===== config.mk =====
export PLATFORM = sky130hd
export DESIGN_NAME = cbd_tc_monitor
export DESIGN_NICKNAME = d
export VERILOG_FILES = /design/src/rtl/cbd_tc_pkg.sv /design/src/rtl/cbd_tc_evcnt.sv /design/src/rtl/cbd_tc_monitor.sv
export SDC_FILE = /design/constraint.sdc
export NUM_CORES = 1
export LEC_CHECK = 0
export CORE_AREA = 5 5 65 67
export CTS_CLUSTER_SIZE = 24
export DETAILED_ROUTE_END_ITERATION = 10
export DIE_AREA = 0 0 70 72
export PLACE_DENSITY = 0.57
export SLEW_MARGIN = 20
export SYNTH_ARGS = -nofsm -noshare
export SYNTH_HDL_FRONTEND = slang
export SYNTH_SLANG_ARGS = --single-unit

===== constraint.sdc =====
create_clock -name CLK -period 1.5 [get_ports CLK]
set_input_delay 0.225 -clock CLK [delete_from_list [all_inputs] [get_ports CLK]]
set_output_delay 0.225 -clock CLK [all_outputs]
set_load 0.005 [all_outputs]

===== src/rtl/cbd_tc_pkg.sv =====
// Shared types and helpers for the terminal-count monitor (cbd_tc_monitor).
package cbd_tc_pkg;

   localparam logic [1:0] ST_IDLE  = 2'd0;
   localparam logic [1:0] ST_COUNT = 2'd1;
   localparam logic [1:0] ST_PEND  = 2'd2;
   localparam logic [1:0] ST_OVR   = 2'd3;

   typedef enum logic [1:0] {
      IDLE  = ST_IDLE,
      COUNT = ST_COUNT,
      PEND  = ST_PEND,
      OVR   = ST_OVR
   } tc_state_t;

   // TERM must fit the term counter and be nonzero.
   function automatic bit tc_term_legal(input int evw, input int term);
      return (term >= 1) && (longint'(term) <= ((longint'(1) << evw) - 1));
   endfunction

endpackage


===== src/rtl/cbd_tc_evcnt.sv =====
// Modulo counter with increment and synchronous clear; CD has priority over clr over inc.
module cbd_tc_evcnt #(
   parameter int W = 8
) (
   input  logic         CLK,
   input  logic         CD,
   input  logic         clr,
   input  logic         inc,
   output logic [W-1:0] cnt
);

   localparam logic [W-1:0] ONE = W'(1);

   always_ff @(posedge CLK) begin
      if (CD || clr)
         cnt <= '0;
      else if (inc)
         cnt <= cnt + ONE;
   end

endmodule


===== src/rtl/cbd_tc_monitor.sv =====
// Terminal-count monitor: counts underflow events, pulses TC/RELOAD, raises IRQ every TERM events.
// Optional `CBD_TC_SNAPSHOT_EN adds SNAP, which captures EVCNT whenever IRQ is (re)asserted.
module cbd_tc_monitor
   import cbd_tc_pkg::*;
#(
   parameter int EVW  = 8,
   parameter int TERM = 1
) (
   input  logic           CLK,
   input  logic           CD,
   input  logic           ARM,
   input  logic           CAO,
   input  logic           AUTORL,
   input  logic           ACK,
   output logic           TC,
   output logic           RELOAD,
   output logic [EVW-1:0] EVCNT,
   output logic           IRQ,
`ifdef CBD_TC_SNAPSHOT_EN
   output logic [EVW-1:0] SNAP,
`endif
   output logic           ORUN
);

   if (!tc_term_legal(EVW, TERM)) begin : g_bad_term
      $error("cbd_tc_monitor: TERM out of range 1..2**EVW-1");
   end

   localparam logic [EVW-1:0] TERM_LAST = EVW'(TERM - 1);
   localparam logic [EVW-1:0] ONE       = EVW'(1);

   tc_state_t      state;
   logic           ev;
   logic           boundary;
   logic [EVW-1:0] tcnt;

   // IDLE with ARM=1 enters COUNT on the same edge, so every armed CAO is an event.
   assign ev       = ARM && CAO;
   assign boundary = ev && (tcnt == TERM_LAST);

   cbd_tc_evcnt #(.W(EVW)) u_evcnt (
      .CLK (CLK),
      .CD  (CD),
      .clr (1'b0),
      .inc (ev),
      .cnt (EVCNT)
   );

   cbd_tc_evcnt #(.W(EVW)) u_tcnt (
      .CLK (CLK),
      .CD  (CD),
      .clr (boundary || !ARM),
      .inc (ev),
      .cnt (tcnt)
   );

   always_ff @(posedge CLK) begin
      if (CD) begin
         state  <= IDLE;
         TC     <= 1'b0;
         RELOAD <= 1'b0;
         IRQ    <= 1'b0;
         ORUN   <= 1'b0;
`ifdef CBD_TC_SNAPSHOT_EN
         SNAP   <= '0;
`endif
      end else if (!ARM) begin
         state  <= IDLE;
         TC     <= 1'b0;
         RELOAD <= 1'b0;
         IRQ    <= 1'b0;
         ORUN   <= 1'b0;
      end else begin
         TC     <= ev;
         RELOAD <= ev && AUTORL;
         case (state)
            IDLE, COUNT: begin
               if (boundary) begin
                  state <= PEND;
                  IRQ   <= 1'b1;
`ifdef CBD_TC_SNAPSHOT_EN
                  SNAP  <= EVCNT + ONE;
`endif
               end else begin
                  state <= COUNT;
               end
            end
            PEND: begin
               if (ACK && !boundary) begin
                  state <= COUNT;
                  IRQ   <= 1'b0;
               end else if (ACK && boundary) begin
                  // The fresh IRQ replaces the acknowledged one without a gap.
                  IRQ   <= 1'b1;
`ifdef CBD_TC_SNAPSHOT_EN
                  SNAP  <= EVCNT + ONE;
`endif
               end else if (boundary) begin
                  state <= OVR;
                  ORUN  <= 1'b1;
               end
            end
            OVR: begin
               if (ACK) begin
                  state <= COUNT;
                  IRQ   <= 1'b0;
                  ORUN  <= 1'b0;
               end
            end
            default: state <= IDLE;
         endcase
      end
   end

endmodule

Word-level counts from Yosys, hierarchy flattened
Index checks and enable logic that the tools add are counted.
- flip-flop bits (word level): 22
- input port bits: 6
- output and inout port bits: 12
- logic and storage cells: 52
- add/subtract/negate cells: 2
- equal/unequal tests: 11
- multiplexer cells: 14
- bitwise gates (word level): 1
- reduce and logical (&&, ||, !) cells: 17
- operators by type and width (cell ; count):
    8-bit by 1-bit adder with 8-bit output, second input constant ; 2
    2-bit two-way mux ; 5
    2-bit != test, second input constant ; 5
    3-bit != test, second input constant ; 3
    8-bit logical NOT ; 1
    1-bit two-way mux ; 6
    2-bit one-hot mux with 3 select lines ; 1
    3-bit AND reduction ; 2
    1-bit logical AND ; 5
    5-bit AND reduction ; 1
    2-bit equality test, second input constant ; 2
    2-bit OR reduction ; 2
    1-bit one-hot mux with 3 select lines ; 1
    2-bit by 1-bit equality test with 1-bit output, second input constant ; 1
    1-bit logical NOT ; 2
    2-bit logical NOT ; 1
    1-bit logical OR ; 2
    1-bit one-hot mux with 2 select lines ; 1
    2-bit nonzero test ; 1
    1-bit NOT ; 1

Logic depth before layout (Yosys ltp)
- depth after elaboration: 6
- depth in mapped cells: 5
- mapped depth without buffers: 5

Modules after synthesis
From an unflattened synthesis, not the netlist that was laid out.
- cell total of the unflattened synthesis: 109
- area, all modules: 975.9 sq um
- modules (own cells, without submodules) (module ; times used ; cells each ; area an instance (sq um) ; seq. area each (sq um)):
    cbd_tc_evcnt ; 2 ; 38 ; 345.3 ; 160.2
    cbd_tc_monitor ; 1 ; 33 ; 285.3 ; 120.1

Worst setup path before layout
OpenSTA, ideal clock, no wires.
- path type: reg2reg
- start: reg u_tcnt.cnt[0]
- end: reg ORUN
- library setup time: 0.103 ns
- data arrival time: 1.266 ns
- data required time: 1.397 ns
- setup slack: 0.130 ns
- stages on the path, launching flop included: 6
- buffers on the path: 0
- period minus slack after synthesis: 1.370 ns
- path through: dfxtp_1 inv_1 ha_1 nor4b_4 a41oi_1 a2111oi_2
- longest elaborated chain between the ends: 6
- elaborated cells on any way between the ends: 9
- classes of those cells: eq/ne (3); reduce/logical (6)
- RTL lines (element ; line ; text):
    from (decl) ; cbd_tc_evcnt.sv:9 ; output logic [W-1:0] cnt
    from (signal assigned) ; cbd_tc_evcnt.sv:18 ; cnt <= cnt + ONE;
    8-bit logical NOT * ; cbd_tc_monitor.sv:39 ; assign boundary = ev && (tcnt == TERM_LAST);
    1-bit logical AND * ; cbd_tc_monitor.sv:39 ;
    1-bit logical NOT ; cbd_tc_monitor.sv:89 ; if (ACK && !boundary) begin
    1-bit logical AND ; cbd_tc_monitor.sv:89 ;
    2-bit != test (no source line) ; n/a ;
    5-bit AND reduction (no source line) * ; n/a ;
    to (signal assigned) ; cbd_tc_monitor.sv:72 ; ORUN <= 1'b0;
    to (signal assigned) ; cbd_tc_monitor.sv:100 ; ORUN <= 1'b1;
    to (signal assigned) ; cbd_tc_monitor.sv:107 ; ORUN <= 1'b0;
    to (decl) ; cbd_tc_monitor.sv:22 ; output logic ORUN
Mark *: on every way between the ends. The rest lies on a longest branch, timed or not.
A chain may end at the register's enable or synchronous reset.

Worst setup path in the final report
- start: reg u_tcnt.cnt[2]
- end: reg u_tcnt.cnt[0]
- longest elaborated chain between the ends: 4
- RTL lines (element ; line ; text):
    8-bit logical NOT ; cbd_tc_monitor.sv:39 ;
    1-bit logical AND ; cbd_tc_monitor.sv:39 ;
    1-bit logical OR ; cbd_tc_monitor.sv:52 ; .clr (boundary || !ARM),
    1-bit logical OR ; cbd_tc_evcnt.sv:15 ; if (CD || clr)
Every way passes these cells.

==> flow_metrics.py <==
metrics = {
    "outcome": {
        "outcome": "finished clean",
    },
    "sta": {
        "worst_slack_ps": 60.7,
        "slew-limit-headroom": 0.734,
        "skew_ps": 2.99,
        "timing.final.crit_share": 0.960,
        "worstMarginPinSlew_ps": 395,
        "setup_violations": 0,
        "hold_ws_ps": 482,
        "drv_slew": 0,
        "hold_viol_final": 0,
        "fin_crit_ps": 1440,
        "max_freq_mhz": 695,
        "tns_ps": 0,
    },
    "cells_and_area": {
        "drive_gt1_frac": 0.227,
        "final_nets": 160,
        "fin_area_sq_um": 1420,
        "syn_to_final_growth_pct": 39.0,
        "num_antenna_cells": 0,
        "instances_no_fill": 198,
        "utilization": 0.396,
    },
    "drt": {
        "postRouteAntennaNets": 0,
        "first_pass_iters": 4,
        "route.detailed.drc": 0,
        "vias_per_cell": 5.00,
        "routed_wl_mm": 2.32,
        "initialDrtViolationCount": 18,
        "routedWlPerCell_microns": 11.7,
        "vias": 990,
    },
    "power": {
        "fin_total_pwr_mw": 1.04,
        "switching_share": 0.229,
        "p_per_area_nw_per_um2": 731,
        "sequentialPowerShare": 0.579,
        "ir_drop_uv": 330,
        "p_switching_mw": 0.237,
        "combPwrFrac": 0.103,
        "internal-power_mw": 0.800,
        "leakage_nw": 0.481,
        "p_clk_frac": 0.319,
    },
    "floorplanning": {
        "start_util": 0.285,
        "core_area_sq_um": 3580,
        "fp.dieH_microns": 72,
        "ios": 18,
        "die_w_microns": 70,
        "rows": 22,
        "die_area_sq_um": 5040,
    },
    "synthesis": {
        "syn_area_per_cell_sq_um": 8.94,
        "synth_nets": 123,
        "synth_warnings": 0,
        "syn_area_sq_um": 1020,
        "yosysUniqueCellTypes": 33,
        "yosysSeqAreaShare": 0.432,
        "ys_seq_elements": 22,
        "syn_inst": 114,
    },
    "global_route": {
        "track_usage": 0.0979,
        "grt_max_degree": 13,
        "grt_pass1_wl_mm": 4.06,
        "grt_pass1_vias": 918,
        "antenna_found_initial": 0,
        "grt-ovfl-total": 0,
    },
    "clock_tree": {
        "cts_made_buffers": 3,
        "cts.clk_slew.worst_paths_ps": 130,
        "cts_root_buf": "clkbuf_4",
        "clk_latency_ps": 310,
        "tritoncts": "done",
        "cts_buffer_depth": 2,
        "htree_levels": 1,
        "cts.sink_count": 22,
    },
    "place": {
        "gp_congestion": 0.811,
        "dpl_cell_area_sq_um": 1350,
        "dpl.hpwl_mm": 1.78,
        "port_buffers": 17,
        "dp.cells": 192,
        "place_ws_ps": -213,
    },
    "min_path": {
        "min_path_type": "in -> reg",
    },
    "worst_setup_path": {
        "cp-end-kind": "register",
        "arrival_ps": 1650,
        "worst_ep_required_time_ps": 1710,
        "cp_max_fo": 8,
        "crit_type": "reg -> reg",
        "critPathLaunchType": "register",
    },
    "flow_run": {
        "maxCapViolations": 0,
    },
}
==> state kept, by name (all words and copies together), names as in the netlist <==
signal       cells
TC               1
u_tcnt.cnt       8
RELOAD           1
state            2
u_evcnt.cnt      8
ORUN             1
IRQ              1
==> kinds of logic after synthesis <==
| kind of cell | synth area share |
|---|---|
| AO/OA/AOI/OAI | 0.191 |
| AND/OR/NAND/NOR | 0.275 |
| adder cells (fa/ha/maj) | 0.0368 |
| buffers and inverters | 0.0307 |
| XOR/XNOR | 0.0344 |
| flip-flops | 0.432 |
==> worst max-delay path, cell delays in order, from the launching register on <==
cell and delay, ps:
dfxtp_1 400, nor4b_4 420, buf_4 190, a31o_2 260
nor2_1 70
==> layout make-up <==
| class | instances | area (sq um) |
|---|---|---|
| multi-input cells | 84 | 548 |
| inverters | 6 | 22.5 |
| well taps | 48 | 60.1 |
| clock buffers | 4 | 36.3 |
| repair buffers | 34 | 298 |
| fillers | 386 | 2160 |
| flip-flops and latches | 22 | 453 |
==> synth_stat cells <==
library cell | instances | area (sq um)
nand4_1 | 5 | 31.3
or3_2 | 1 | 7.51
dfxtp_1 | 22 | 440
or3_1 | 4 | 25.0
nor2b_1 | 2 | 12.5
inv_1 | 6 | 22.5
clkbuf_1 | 1 | 3.75
nand3_1 | 5 | 25.0
and2_1 | 1 | 6.26
a21boi_0 | 1 | 7.51
nand2b_1 | 2 | 12.5
or4_1 | 5 | 37.5
a41oi_1 | 1 | 8.76
a2111oi_2 | 1 | 15.0
xor2_1 | 2 | 17.5
ha_1 | 3 | 37.5
xnor2_1 | 2 | 17.5
nand4_2 | 1 | 12.5
a21oi_1 | 14 | 70.1
o31ai_1 | 5 | 37.5
and3_1 | 2 | 12.5
o21ai_0 | 5 | 25.0
and2_2 | 1 | 7.51
nand2_1 | 8 | 30.0
nor4b_4 | 1 | 23.8
nor4_1 | 1 | 6.26
nand2_2 | 1 | 6.26
nor2_1 | 5 | 18.8
a31o_2 | 1 | 8.76
buf_2 | 1 | 5.00
a31oi_1 | 2 | 12.5
a311o_1 | 1 | 10.0
nor3_1 | 1 | 5.00
==> what timing repair did <==
action                     4_1_cts  5_1_grt
gates resized for setup          1        7
hold buffers                     0        0
setup endpoints to repair        1        7
buffers inserted                 0        2
==> final timing paths <==
| path | startpoint | end | slack (ps) | cells past startpoint |
|---|---|---|---|---|
| min reg2reg | u_evcnt.cnt[1]$_SDFFE_PP0P_ | u_evcnt.cnt[1]$_SDFFE_PP0P_ | 490 | 2 |
| min | AUTORL | RELOAD$_SDFF_PP0_ | 480 | 2 |
| max | u_tcnt.cnt[2]$_SDFFE_PP0P_ | u_tcnt.cnt[0]$_SDFFE_PP0P_ | 60 | 4 |
| max reg2reg | u_tcnt.cnt[2]$_SDFFE_PP0P_ | u_tcnt.cnt[0]$_SDFFE_PP0P_ | 60 | 4 |
==> power by group through the flow <==
stage / Combinational [mW] / Sequential, mW / Clock (mW)
2_1_floorplan: 0.0408 / 0.616 / 0
3_3_place_gp: 0.103 / 0.616 / 0
3_5_place_dp: 0.104 / 0.616 / 0
4_1_cts: 0.105 / 0.603 / 0.343
5_1_grt: 0.117 / 0.603 / 0.369
6_report: 0.106 / 0.600 / 0.330
==> cells in the final DEF, fill, tap and decap left out, types with 2 or more instances in the layout <==
cell type,instances
clkdlybuf4s50_1,17
buf_4,17
dfxtp_1,16
a21oi_1,14
nand2_1,8
inv_1,6
nand3_1,5
o21ai_0,5
nor2_1,5
nand4_1,5
o31ai_1,5
or4_1,5
or3_1,4
dfxtp_2,4
ha_1,3
clkbuf_4,3
xor2_1,2
nor2b_1,2
a31oi_1,2
nand2b_1,2
and3_1,2
xnor2_1,2
dfxtp_4,2
==> metal layers <==
layer	track usage	wire length, microns	up-vias
met5	0	0	-
met4	0.0319	20	0
met3	0.0277	110	2
met2	0.167	1100	25
met1	0.119	1090	465
li1	-	-	498
Note: power is estimated with default switching activity, not from simulation.
